[src/rtl/spike_window_integrator.sv]
`default_nettype none
// ============================================================================
// Module   : spike_window_integrator
// Purpose  : Integrates signed, weighted spikes over a fixed window into a
//            saturating membrane and emits a thresholded decision (valid/ready).
// Revision : 1.0 - initial release
// ============================================================================
module spike_window_integrator #(
    parameter int N_INPUTS  = 4,
    parameter int WINDOW    = 256,
    parameter int ACC_WIDTH = 16
) (
    input  logic                 clk,
    input  logic                 rst,
    input  logic                 start,
    input  logic [N_INPUTS-1:0]  spikes_in,
    input  logic [N_INPUTS-1:0]  inhibit,
    input  logic [ACC_WIDTH-1:0] threshold,
    output logic                 busy,
    output logic                 result_valid,
    input  logic                 result_ready,
    output logic                 fire,
    output logic [ACC_WIDTH-1:0] membrane
);

    localparam int CW = $clog2(WINDOW + 1);
    localparam int SW = ACC_WIDTH + 1;

    localparam logic [CW-1:0]        c_window = CW'(WINDOW);
    localparam logic [CW-1:0]        c_cnt_one = CW'(1);
    localparam logic signed [SW-1:0] c_max = {2'b00, {(ACC_WIDTH-1){1'b1}}};
    localparam logic signed [SW-1:0] c_min = {2'b11, {(ACC_WIDTH-1){1'b0}}};
    localparam logic signed [SW-1:0] c_one = {{(SW-1){1'b0}}, 1'b1};

    typedef enum logic [1:0] {
        S_IDLE      = 2'd0,
        S_INTEGRATE = 2'd1,
        S_VALID     = 2'd2
    } state_t;

    state_t                       state_q, state_d;
    logic [CW-1:0]                cnt_q, cnt_d;
    logic signed [ACC_WIDTH-1:0]  membrane_q, membrane_d;
    logic                         fire_q, fire_d;
    logic                         busy_q, busy_d;
    logic                         valid_q, valid_d;

    logic signed [SW-1:0]         delta;
    logic signed [SW-1:0]         sum;
    logic signed [ACC_WIDTH-1:0]  mem_sat;

    // One extra bit of headroom keeps membrane+delta exact before clamping.
    always_comb begin
        delta = '0;
        for (int i = 0; i < N_INPUTS; i++) begin
            if (spikes_in[i]) begin
                if (inhibit[i]) delta = delta - c_one;
                else            delta = delta + c_one;
            end
        end
        sum = {membrane_q[ACC_WIDTH-1], membrane_q} + delta;
        if (sum > c_max)      mem_sat = c_max[ACC_WIDTH-1:0];
        else if (sum < c_min) mem_sat = c_min[ACC_WIDTH-1:0];
        else                  mem_sat = sum[ACC_WIDTH-1:0];
    end

    always_comb begin
        state_d    = state_q;
        cnt_d      = cnt_q;
        membrane_d = membrane_q;
        fire_d     = fire_q;
        case (state_q)
            S_IDLE: begin
                membrane_d = '0;
                cnt_d      = '0;
                if (start) state_d = S_INTEGRATE;
            end
            S_INTEGRATE: begin
                membrane_d = mem_sat;
                cnt_d      = cnt_q + c_cnt_one;
                if (cnt_d == c_window) begin
                    fire_d  = (mem_sat >= $signed(threshold));
                    state_d = S_VALID;
                end
            end
            S_VALID: begin
                if (result_ready) begin
                    state_d    = S_IDLE;
                    membrane_d = '0;
                end
            end
            default: begin
                state_d    = S_IDLE;
                membrane_d = '0;
                cnt_d      = '0;
            end
        endcase
        busy_d  = (state_d != S_IDLE);
        valid_d = (state_d == S_VALID);
    end

    always_ff @(posedge clk) begin
        if (rst) begin
            state_q    <= S_IDLE;
            cnt_q      <= '0;
            membrane_q <= '0;
            fire_q     <= 1'b0;
            busy_q     <= 1'b0;
            valid_q    <= 1'b0;
        end else begin
            state_q    <= state_d;
            cnt_q      <= cnt_d;
            membrane_q <= membrane_d;
            fire_q     <= fire_d;
            busy_q     <= busy_d;
            valid_q    <= valid_d;
        end
    end

    assign busy         = busy_q;
    assign result_valid = valid_q;
    assign fire         = fire_q;
    assign membrane     = membrane_q;

endmodule
`default_nettype wire

[config.mk]
export PLATFORM = sky130hd
export DESIGN_NAME = spike_window_integrator
export DESIGN_NICKNAME = d
export VERILOG_FILES = /design/src/rtl/spike_window_integrator.sv
export SDC_FILE = /design/constraint.sdc
export NUM_CORES = 1
export LEC_CHECK = 0
export BUFFER_PORTS_ARGS = -buffer_cell sky130_fd_sc_hd__buf_2
export CAP_MARGIN = 20
export CORE_ASPECT_RATIO = 0.8
export CORE_MARGIN = 3
export CORE_UTILIZATION = 55
export CTS_BUF_LIST = sky130_fd_sc_hd__clkbuf_16
export DETAILED_ROUTE_END_ITERATION = 6
export PLACE_DENSITY = 0.76
export SLEW_MARGIN = 40
export SYNTH_ARGS = -nofsm -noshare
export SYNTH_HDL_FRONTEND = slang
export SYNTH_SLANG_ARGS = --single-unit
[constraint.sdc]
create_clock -name clk -period 21.4 [get_ports clk]
set_clock_uncertainty 0.2 [all_clocks]
set_input_delay 4.28 -clock clk [delete_from_list [all_inputs] [get_ports clk]]
set_output_delay 4.28 -clock clk [all_outputs]
set_load 0.02 [all_outputs]
==> flow_metrics.env, run 1 <==
export IMPL_minimum_clock_period_after_layout_ns=12.97
export IMPL_post_synthesis_adder_cell_area_fraction_pct=19.3
export IMPL_max_clock_path_buffers=2
export IMPL_core_rowCount=27
export IMPL_postSynthNetCount=650
export IMPL_die_x_um=104
export IMPL_filler_cell_count=598
export IMPL_timing_worst_slew_pin_value_ns=0.726
export IMPL_synth_ff_latch_count=30
export IMPL_die_h_um=84.0
export IMPL_worst_setup_path_type="input port to flip-flop"
export IMPL_postCtsResizedCells=0
export IMPL_number_of_flops_mapped_to_enable_cells_by_yosys=0
export IMPL_fin_util_pct=64.6
export IMPL_comb_power_share_pct=67.8
export IMPL_post_synthesis_mux_area_share_pct=2.63
export IMPL_timing_final_crit_share_pct=60.6
export IMPL_timing_hold_worst_class="flip-flop to flip-flop"
export IMPL_timing_critical_path_arrival_ns=12.92
export IMPL_1st_iter_drt_viols=238
export IMPL_vdd_ir_drop_max_v=0.0000532
export IMPL_cp_end_kind="flip-flop"
export IMPL_grt_overflow=0
export IMPL_route_vias_total=4095
export IMPL_worst_hold_slack_ns=0.285
export IMPL_run_status="completed"
export IMPL_yosys_area_share_xor_xnor_pct=6.43
export IMPL_power_share_of_the_clock_group_pct=16.1
export IMPL_netlist_cell_type_count=61
export IMPL_critical_path_required_ns=21.35
export IMPL_setup_tns_ns=0
export IMPL_power_per_cell_area_nw_per_um2=91.4
export IMPL_layout_cell_share_with_drive_strength_beyond_1_pct=12.9
export IMPL_cts_root_buf="clkbuf_16"
export IMPL_total_leakage_power_nw=2.19
export IMPL_ios=47
export IMPL_drt_pass1_iter_count=5
export IMPL_synth_simple_gate_area_share_pct=22.3
export IMPL_post_synth_arst_share_pct=0
export IMPL_routed_wire_length_per_instance_um=14.4
export IMPL_switching_share_pct=46.1
export IMPL_core_area_um2=7130
export IMPL_final_setup_violation_count=0
export IMPL_cts_tree="yes"
export IMPL_ys_warns=0
export IMPL_cts_made_buffers=5
export IMPL_route_top_layer_used="met4"
export IMPL_initial_core_util_pct=58.7
export IMPL_grt_setup_unrepaired="false"
export IMPL_dpl_worst_slack_ns=8.23
export IMPL_syn_cell_area_um2=4190
export IMPL_clkTransAtPathRegs_ns=0.05
export IMPL_wl_met1_um=5160
export IMPL_insertion_delay_ns=0.28
export IMPL_place_gp_congestion=0.896
export IMPL_grt_first_pass_wirelength_um=17400
export IMPL_cts_post_setup_buffers_inserted=0
export IMPL_area_occupied_by_multi_input_gates_um2=3330
export IMPL_fin_ws_ns=8.43
export IMPL_worstPathMaxFanout=16
export IMPL_slew_violations=0
export IMPL_layout_nets=684
export IMPL_start_kind="input port"
export IMPL_wl_met2_um=4260
export IMPL_design_die_area_um2=8700
export IMPL_grtUsageTotal_pct=23.5
export IMPL_hold_violations=0
export IMPL_clock_sink_count=30
export IMPL_power_share_sequential_pct=16.0
export IMPL_timing_slew_headroom_pct=50.3
export IMPL_total_length_of_routed_wires_um=10100
export IMPL_synth_seq_area_share_pct=14.3
export IMPL_grt_antenna_before_repair=0
export IMPL_detailed_placement_hpwl_um=8180
export IMPL_post_synthesis_instance_total=561
export IMPL_avgSynthCellArea_um2=7.46
export IMPL_max_freq_mhz=77.1
export IMPL_internal_power_w=0.000227
export IMPL_antenna_cells_inserted=0
export IMPL_grt_start_max_net_pins=29
export IMPL_synth_top_family_by_area="compound AO/OA/AOI/OAI gates"
export IMPL_ff_latch_area_um2=601
export IMPL_max_cap_violations=0
export IMPL_synthToLayoutAreaGrowth_pct=10.0
export IMPL_detail_route_antenna_nets=0
export IMPL_io_buffer_count=46
export IMPL_avgViaCountPerCell=5.88
export IMPL_critPathSlowestCell="a21oi_2"
export IMPL_critPathMaxStageDelay_ns=0.57
export IMPL_wl_met3_um=559
export IMPL_p_total_w=0.000421
export IMPL_holdBufCountCts=0
export IMPL_combined_buffer_and_inverter_count_along_the_critical_path=2
export IMPL_synth_compound_gate_area_share_pct=28.8
export IMPL_crit_family="compound AO/OA/AOI/OAI gates"
export IMPL_cts_max_level=2
export IMPL_drcViolationCount=0
export IMPL_via_count_of_the_first_global_routing_pass=3705
export IMPL_ys_dominant_reg_cell="dfxtp_1"
export IMPL_net_switching_power_figure_w=0.000194
[tightest hold or removal path: cells and delay by family (launching register included)]
kind	cells	cell delay [ns]
flip-flops	1	0.33
AO/OA/AOI/OAI	1	0.05
AND/OR/NAND/NOR	1	0.06
[metrics by stage]
| stage | std cells | instance area (um^2) |
|---|---|---|
| global placement | 689 | 4460 |
| finish | 697 | 4600 |
| floorplan | 561 | 4190 |
| global route | 697 | 4600 |
| CTS | 697 | 4600 |
| detailed placement | 689 | 4460 |
[cell families after synthesis]
group	after synthesis
and+or+nand+nor	188
AOI/OAI and AO/OA	177
buffers and inverters	66
adders and majority gates	61
DFF	30
xor gates and xnor gates	29
muxes	10
[synth_stat cells (3+ instances only)]
library cell  count  area, um^2
a21oi_1          42         210
xnor2_1          19         166
inv_1            46         173
o21ai_1          15        75.1
nand2b_1         12        75.1
nor4_1            5        31.3
a211oi_1         10        75.1
a31oi_1           8        50.1
fa_1              6         120
buf_2             3        15.0
nand2_1          41         154
nor3b_1           4        30.0
a21o_1           19         143
and2_1            3        18.8
clkbuf_1         16        60.1
mux2_2            8        90.1
o211ai_1          4        30.0
nor2b_1          10        62.6
o21a_1           10        75.1
o21bai_1          3        22.5
or3_1             3        18.8
a22oi_1           4        30.0
nand3b_1          6        45.0
a211o_1           3        26.3
o22ai_1           3        18.8
nand3_1          10        50.1
nand4_1           7        43.8
o21ai_0          28         140
nor3_1           14        70.1
and3_1            6        37.5
or2_2             4        25.0
a311oi_1          6        52.6
nor2_1           56         210
dfxtp_1          30         601
xor2_1            9        78.8
ha_1             55         688
[layout make-up]
cell class / instances / share of cell area, %
Multi-Input combinational cell: 465 / 72.2
Sequential cell: 30 / 13.0
Timing Repair Buffer: 47 / 5.16
Inverter: 46 / 3.75
Tap cell: 101 / 2.74
Clock buffer: 5 / 2.72
Clock inverter: 3 / 0.353
[metal layers]
| layer | vias to the layer above | global-route usage (%) |
|---|---|---|
| met4 | 0 | 4.35 |
| met3 | 10 | 3.94 |
| met1 | 1865 | 35.3 |
| met2 | 107 | 35.5 |
| met5 | - | 0 |
| li1 | 2113 | - |
[power groups by stage]
| stage | logic, W | registers [W] | clock network, W |
|---|---|---|---|
| 2_1_floorplan | 0.000218 | 0.0000730 | 0 |
| 3_3_place_gp | 0.000277 | 0.0000684 | 0 |
| 3_5_place_dp | 0.000282 | 0.0000685 | 0 |
| 4_1_cts | 0.000284 | 0.0000674 | 0.0000685 |
| 5_1_grt | 0.000324 | 0.0000681 | 0.0000719 |
| 6_report | 0.000285 | 0.0000674 | 0.0000678 |
[layout by cell type, fill, tap and decap left out, drive strengths merged, types with 8 or more instances in the layout]
cell | Yosys | routed
a211oi | 12 | 12
a21o | 19 | 19
a21oi | 43 | 43
a31oi | 8 | 8
buf | 4 | 47
dfxtp | 30 | 30
ha | 55 | 55
inv | 46 | 46
mux2 | 8 | 8
nand2 | 41 | 41
nand2b | 12 | 12
nand3 | 10 | 10
nor2 | 56 | 56
nor2b | 10 | 10
nor3 | 14 | 14
o21a | 10 | 10
o21ai | 43 | 43
xnor2 | 19 | 19
xor2 | 9 | 9
[registers in the layout, summed over array words and instances, names as in the netlist]
| name | cells |
|---|---|
| result_valid | 1 |
| membrane | 16 |
| busy | 1 |
| fire | 1 |
| state_q | 2 |
| cnt_q | 9 |
[worst paths after layout]
kind / start / slack [ns] / end / cells past startpoint
setup / recovery: spikes_in[0] / 8.43 / fire / 40
hold / removal: membrane[3] / 0.29 / membrane[3] / 2
hold reg to reg: membrane[3] / 0.29 / membrane[3] / 2
setup reg to reg: membrane[0] / 16.09 / fire / 24
No activity file was read; power rests on OpenSTA's default activity.
==> run 2: changes to the inputs <==
==> constraint.sdc (replaced) <==
create_clock -name clk -period 12.9 [get_ports clk]
set_clock_uncertainty 0.2 [all_clocks]
set_input_delay 2.58 -clock clk [delete_from_list [all_inputs] [get_ports clk]]
set_output_delay 2.58 -clock clk [all_outputs]
set_load 0.02 [all_outputs]
==> run 2 against run 1 <==
- die area did not move
- sequential share of layout area did not move
- flip-flop and latch count did not move
- register-to-register slack got worse by 8.5 ns
- routed wire length rose by 3.1%
- critical path type unchanged
- largest power group unchanged
- highest routed layer unchanged
==> flow_metrics.env, run 2 (synthesis gave the netlist of run 1 again) <==
export IMPL_timing_slew_headroom_pct=48.3
export IMPL_cts_made_buffers=5
export IMPL_setup_worst_path_start="spikes_in[0]"
export IMPL_via_count_of_the_first_global_routing_pass=3728
export IMPL_critPathSlowestCell="a21oi_2"
export IMPL_comb_power_share_pct=67.8
export IMPL_run_status="completed"
export IMPL_initial_core_util_pct=58.7
export IMPL_ios=47
export IMPL_filler_cell_count=626
export IMPL_max_clock_path_buffers=2
export IMPL_grt_overflow=0
export IMPL_power_share_sequential_pct=15.9
export IMPL_slew_violations=0
export IMPL_minimum_clock_period_after_layout_ns=11.22
export IMPL_clkTransAtPathRegs_ns=0.05
export IMPL_core_rowCount=27
export IMPL_max_cap_violations=0
export IMPL_power_per_cell_area_nw_per_um2=153
export IMPL_drt_pass1_iter_count=5
export IMPL_layout_cell_share_with_drive_strength_beyond_1_pct=12.9
export IMPL_timing_final_crit_share_pct=87.0
export IMPL_cts_tree="yes"
export IMPL_wl_met1_um=5340
export IMPL_internal_power_w=0.000377
export IMPL_cp_end_kind="flip-flop"
export IMPL_total_length_of_routed_wires_um=10400
export IMPL_route_vias_total=4128
export IMPL_net_switching_power_figure_w=0.000327
export IMPL_power_share_of_the_clock_group_pct=16.3
export IMPL_detailed_placement_hpwl_um=8240
export IMPL_total_leakage_power_nw=2.19
export IMPL_cts_root_buf="clkbuf_16"
export IMPL_routed_wire_length_per_instance_um=14.9
export IMPL_grt_first_pass_wirelength_um=17500
export IMPL_layout_cells_most_common="nor2_1"
export IMPL_worstPathMaxFanout=16
export IMPL_clock_sink_count=30
export IMPL_max_freq_mhz=89.1
export IMPL_timing_hold_worst_class="flip-flop to flip-flop"
export IMPL_worst_r2r_startpoint="membrane[0]"
export IMPL_final_setup_violation_count=0
export IMPL_cts_post_setup_buffers_inserted=0
export IMPL_core_area_um2=7130
export IMPL_crit_path_end="fire"
export IMPL_die_h_um=84.0
export IMPL_layout_nets=684
export IMPL_io_buffer_count=46
export IMPL_grtUsageTotal_pct=23.9
export IMPL_critical_path_required_ns=12.85
export IMPL_wl_met3_um=471
export IMPL_drcViolationCount=0
export IMPL_vdd_ir_drop_max_v=0.0000936
export IMPL_detail_route_antenna_nets=0
export IMPL_insertion_delay_ns=0.28
export IMPL_1st_iter_drt_viols=284
export IMPL_crit_reg2reg_capture="fire"
export IMPL_ff2ff_setup_slack_ns=7.57
export IMPL_switching_share_pct=46.5
export IMPL_start_kind="input port"
export IMPL_route_top_layer_used="met4"
export IMPL_die_x_um=104
export IMPL_critPathMaxStageDelay_ns=0.59
export IMPL_hold_violations=0
export IMPL_grt_start_max_net_pins=29
export IMPL_layout_cells_non_filler=697
export IMPL_avgViaCountPerCell=5.92
export IMPL_setup_tns_ns=0
export IMPL_holdBufCountCts=0
export IMPL_design_die_area_um2=8700
export IMPL_largest_reg_flops=16
export IMPL_worst_setup_path_type="input port to flip-flop"
export IMPL_grt_antenna_before_repair=0
export IMPL_antenna_cells_inserted=0
export IMPL_synthToLayoutAreaGrowth_pct=10.0
export IMPL_cts_max_level=2
export IMPL_wl_met2_um=4470
export IMPL_postCtsResizedCells=0
export IMPL_timing_worst_slew_pin_value_ns=0.755
export IMPL_place_gp_congestion=0.896
export IMPL_mostFrequentLayoutCells="nor2_1, ha_1, inv_1, buf_2, a21oi_1"
export IMPL_reg2regPathDepth=24
export IMPL_grt_setup_unrepaired="false"
export IMPL_place_inst=689
export IMPL_timing_critical_path_arrival_ns=11.18
[run 2: cell counts in the layout (fill, tap and decap cells not counted)]
No cell type changed its count.
[run 2: metal layers]
| metal | global-route usage, % | up-vias |
|---|---|---|
| met4 | 4.35 | 0 |
| met1 | 34.9 | 1924 |
| met5 | 0 | - |
| met3 | 4.64 | 8 |
| met2 | 36.9 | 87 |
| li1 | - | 2109 |
[run 2: metrics by stage]
stage / hold slack, ns / util [%] / total power [W] / area (um^2) / worst slack (ns)
6_report: 0.284 / 64.6 / 0.000704 / 4600 / 1.68
5_1_grt: 0.303 / 64.6 / 0.000772 / 4600 / 0.873
4_1_cts: 0.287 / 64.6 / 0.000700 / 4600 / 1.69
3_5_place_dp: 0.268 / 62.6 / 0.000583 / 4460 / 1.45
3_3_place_gp: 0.272 / 62.6 / 0.000572 / 4460 / 1.66
2_1_floorplan: 0.260 / - / 0.000483 / 4190 / 2.57
[run 2: power groups by stage]
stage | Sequential, W | Clock (W) | Combinational (W)
3_5_place_dp | 0.000114 | 0 | 0.000469
4_1_cts | 0.000112 | 0.000114 | 0.000474
6_report | 0.000112 | 0.000115 | 0.000478
2_1_floorplan | 0.000121 | 0 | 0.000362
5_1_grt | 0.000113 | 0.000120 | 0.000539
3_3_place_gp | 0.000113 | 0 | 0.000459
[run 2: how the worst min path moves through the flow]
stage                           start           to  slack, ns  cells past startpoint
after global placement    membrane[3]  membrane[3]       0.27                      2
after global routing      membrane[0]  membrane[0]       0.30                      2
final                     membrane[0]  membrane[0]       0.28                      2
after CTS                 membrane[0]  membrane[0]       0.29                      2
after detailed placement  membrane[0]  membrane[0]       0.27                      2
after floorplan            state_q[1]   state_q[0]       0.26                      1
[run 2: layout make-up]
cell class / instances / area [um^2] / share of cell area, %
tap: 101 / 126 / 2.74
clock buffer: 5 / 125 / 2.72
clock inverter: 3 / 16.3 / 0.353
timing repair buffer: 47 / 238 / 5.16
sequential: 30 / 601 / 13.0
multi-input combinational: 465 / 3330 / 72.2
inverter: 46 / 173 / 3.75
[run 2: critical path, delay by kind of cell]
kind,cells,cell delay (ns)
buffers and inverters,2,0.26
adder cells (fa/ha/maj),6,2.28
XOR/XNOR,1,0.14
AO/OA/AOI/OAI,19,3.82
multiplexers,1,0.29
AND/OR/NAND/NOR,11,1.79
==> run 3: changes to the inputs <==
--- a/config.mk
+++ b/config.mk
@@ -12,7 +12,7 @@
 export CORE_UTILIZATION = 55
 export CTS_BUF_LIST = sky130_fd_sc_hd__clkbuf_16
 export DETAILED_ROUTE_END_ITERATION = 6
-export PLACE_DENSITY = 0.76
+export PLACE_DENSITY = 0.79
 export SLEW_MARGIN = 40
 export SYNTH_ARGS = -nofsm -noshare
 export SYNTH_HDL_FRONTEND = slang
==> run 3 against run 2 <==
- final cell count unchanged
- hold slack worse by 0.0015 ns
- final area did not move
- flip-flop and latch count stayed put
- first-iteration DRC count is 3.5% higher
- total power about the same
- routed wire length decreased by 1.4%
- maximum frequency shrank 1.1%
- sequential power about the same
- count of clock-buffer cells in the layout unchanged
- combinational power about the same
- critical path type unchanged
- highest routed layer unchanged
==> flow_metrics.env, run 3 (synthesis gave the netlist of run 1 again) <==
export IMPL_run_status="completed"
export IMPL_internal_power_w=0.000377
export IMPL_critical_path_required_ns=12.85
export IMPL_postCtsResizedCells=0
export IMPL_max_freq_mhz=88.1
export IMPL_largest_reg_flops=16
export IMPL_grtUsageTotal_pct=23.4
export IMPL_minimum_clock_period_after_layout_ns=11.35
export IMPL_setup_tns_ns=0
export IMPL_power_share_of_the_clock_group_pct=15.9
export IMPL_holdBufCountCts=0
export IMPL_vdd_ir_drop_max_v=0.000102
export IMPL_clkTransAtPathRegs_ns=0.05
export IMPL_grt_antenna_before_repair=0
export IMPL_die_h_um=84.0
export IMPL_core_rowCount=27
export IMPL_worstPathMaxFanout=16
export IMPL_synthToLayoutAreaGrowth_pct=10.0
export IMPL_routed_wire_length_per_instance_um=14.7
export IMPL_max_clock_path_buffers=2
export IMPL_max_cap_violations=0
export IMPL_1st_iter_drt_viols=294
export IMPL_critPathSlowestCell="a21oi_2"
export IMPL_fin_util_pct=64.6
export IMPL_grt_overflow=0
export IMPL_initial_core_util_pct=58.7
export IMPL_layout_cells_most_common="nor2_1"
export IMPL_critPathMaxStageDelay_ns=0.57
export IMPL_layout_nets=684
export IMPL_clock_sink_count=30
export IMPL_design_die_area_um2=8700
export IMPL_grt_setup_unrepaired="false"
export IMPL_timing_critical_path_arrival_ns=11.30
export IMPL_switching_share_pct=46.5
export IMPL_route_vias_total=4150
export IMPL_drcViolationCount=0
export IMPL_net_switching_power_figure_w=0.000328
export IMPL_hold_violations=0
export IMPL_timing_final_crit_share_pct=88.0
export IMPL_detailed_placement_hpwl_um=8210
export IMPL_place_inst=689
export IMPL_power_per_cell_area_nw_per_um2=153
export IMPL_avgViaCountPerCell=5.95
export IMPL_grt_start_max_net_pins=29
export IMPL_mostFrequentLayoutCells="nor2_1, ha_1, inv_1, buf_2, a21oi_1"
export IMPL_cp_end_kind="flip-flop"
export IMPL_total_length_of_routed_wires_um=10200
export IMPL_cts_max_level=2
export IMPL_start_kind="input port"
export IMPL_cts_post_setup_buffers_inserted=0
export IMPL_power_share_sequential_pct=15.9
export IMPL_ios=47
export IMPL_total_leakage_power_nw=2.19
export IMPL_detail_route_antenna_nets=0
export IMPL_cts_tree="yes"
export IMPL_slew_violations=0
export IMPL_p_total_w=0.000705
export IMPL_grt_first_pass_wirelength_um=17500
export IMPL_layout_cell_share_with_drive_strength_beyond_1_pct=12.9
export IMPL_core_area_um2=7130
export IMPL_io_buffer_count=46
export IMPL_cts_made_buffers=5
export IMPL_timing_hold_worst_class="flip-flop to flip-flop"
export IMPL_antenna_cells_inserted=0
export IMPL_worst_setup_path_type="input port to flip-flop"
export IMPL_layout_cells_non_filler=697
export IMPL_drt_pass1_iter_count=6
export IMPL_die_x_um=104
export IMPL_cts_root_buf="clkbuf_16"
export IMPL_timing_slew_headroom_pct=54.0
export IMPL_via_count_of_the_first_global_routing_pass=3797
export IMPL_insertion_delay_ns=0.27
export IMPL_final_setup_violation_count=0
export IMPL_worst_hold_slack_ns=0.283
export IMPL_timing_worst_slew_pin_value_ns=0.673
export IMPL_place_gp_congestion=0.873
export IMPL_comb_power_share_pct=68.2
run 3: cell counts in the layout (fill, tap and decap cells not counted):
Identical to the previous run, type by type.
run 3: area by class of cell:
cell class,instances,area [um^2]
Inverter,46,173
Clock inverter,3,16.3
Multi-Input combinational cell,465,3330
Tap cell,101,126
Sequential cell,30,601
Timing Repair Buffer,47,238
Fill cell,638,2520
Clock buffer,5,125
run 3: metal layers:
metal  vias to the layer above  share of wire [%]  track usage, %
met1                      1906                 49            34.2
li1                       2107                  -               -
met3                        14                6.0            4.33
met4                         0                1.3            4.47
met5                         -                  0               0
met2                       123                 43            36.2
run 3: stage by stage:
stage / cell area (um^2) / setup WS (ns)
floorplan: 4190 / 2.57
global placement: 4460 / 1.66
detailed placement: 4460 / 1.39
CTS: 4600 / 1.64
global route: 4600 / 0.842
finish: 4600 / 1.55
run 3: critical path, delay by kind of cell:
kind | cells | cell delay [ns]
AO/OA/AOI/OAI | 19 | 3.92
adder cells (fa/ha/maj) | 6 | 2.31
AND/OR/NAND/NOR | 11 | 1.78
buffers and inverters | 2 | 0.26
multiplexers | 1 | 0.26
XOR/XNOR | 1 | 0.14
run 3: path summary, 6_finish.rpt:
check                           cells after the start      endpoint  slack [ns]         start
worst min-delay path                                2  membrane[13]        0.28  membrane[13]
worst min register to register                      2  membrane[13]        0.28  membrane[13]
worst max-delay path                               40          fire        1.55  spikes_in[0]
worst max register to register                     24          fire        7.55   membrane[0]
run 3: power groups by stage:
stage,Sequential (W),Combinational (W),Clock (W)
6_report,0.000112,0.000481,0.000112
5_1_grt,0.000113,0.000540,0.000117
4_1_cts,0.000112,0.000474,0.000111
3_5_place_dp,0.000114,0.000470,0
3_3_place_gp,0.000114,0.000458,0
2_1_floorplan,0.000121,0.000362,0
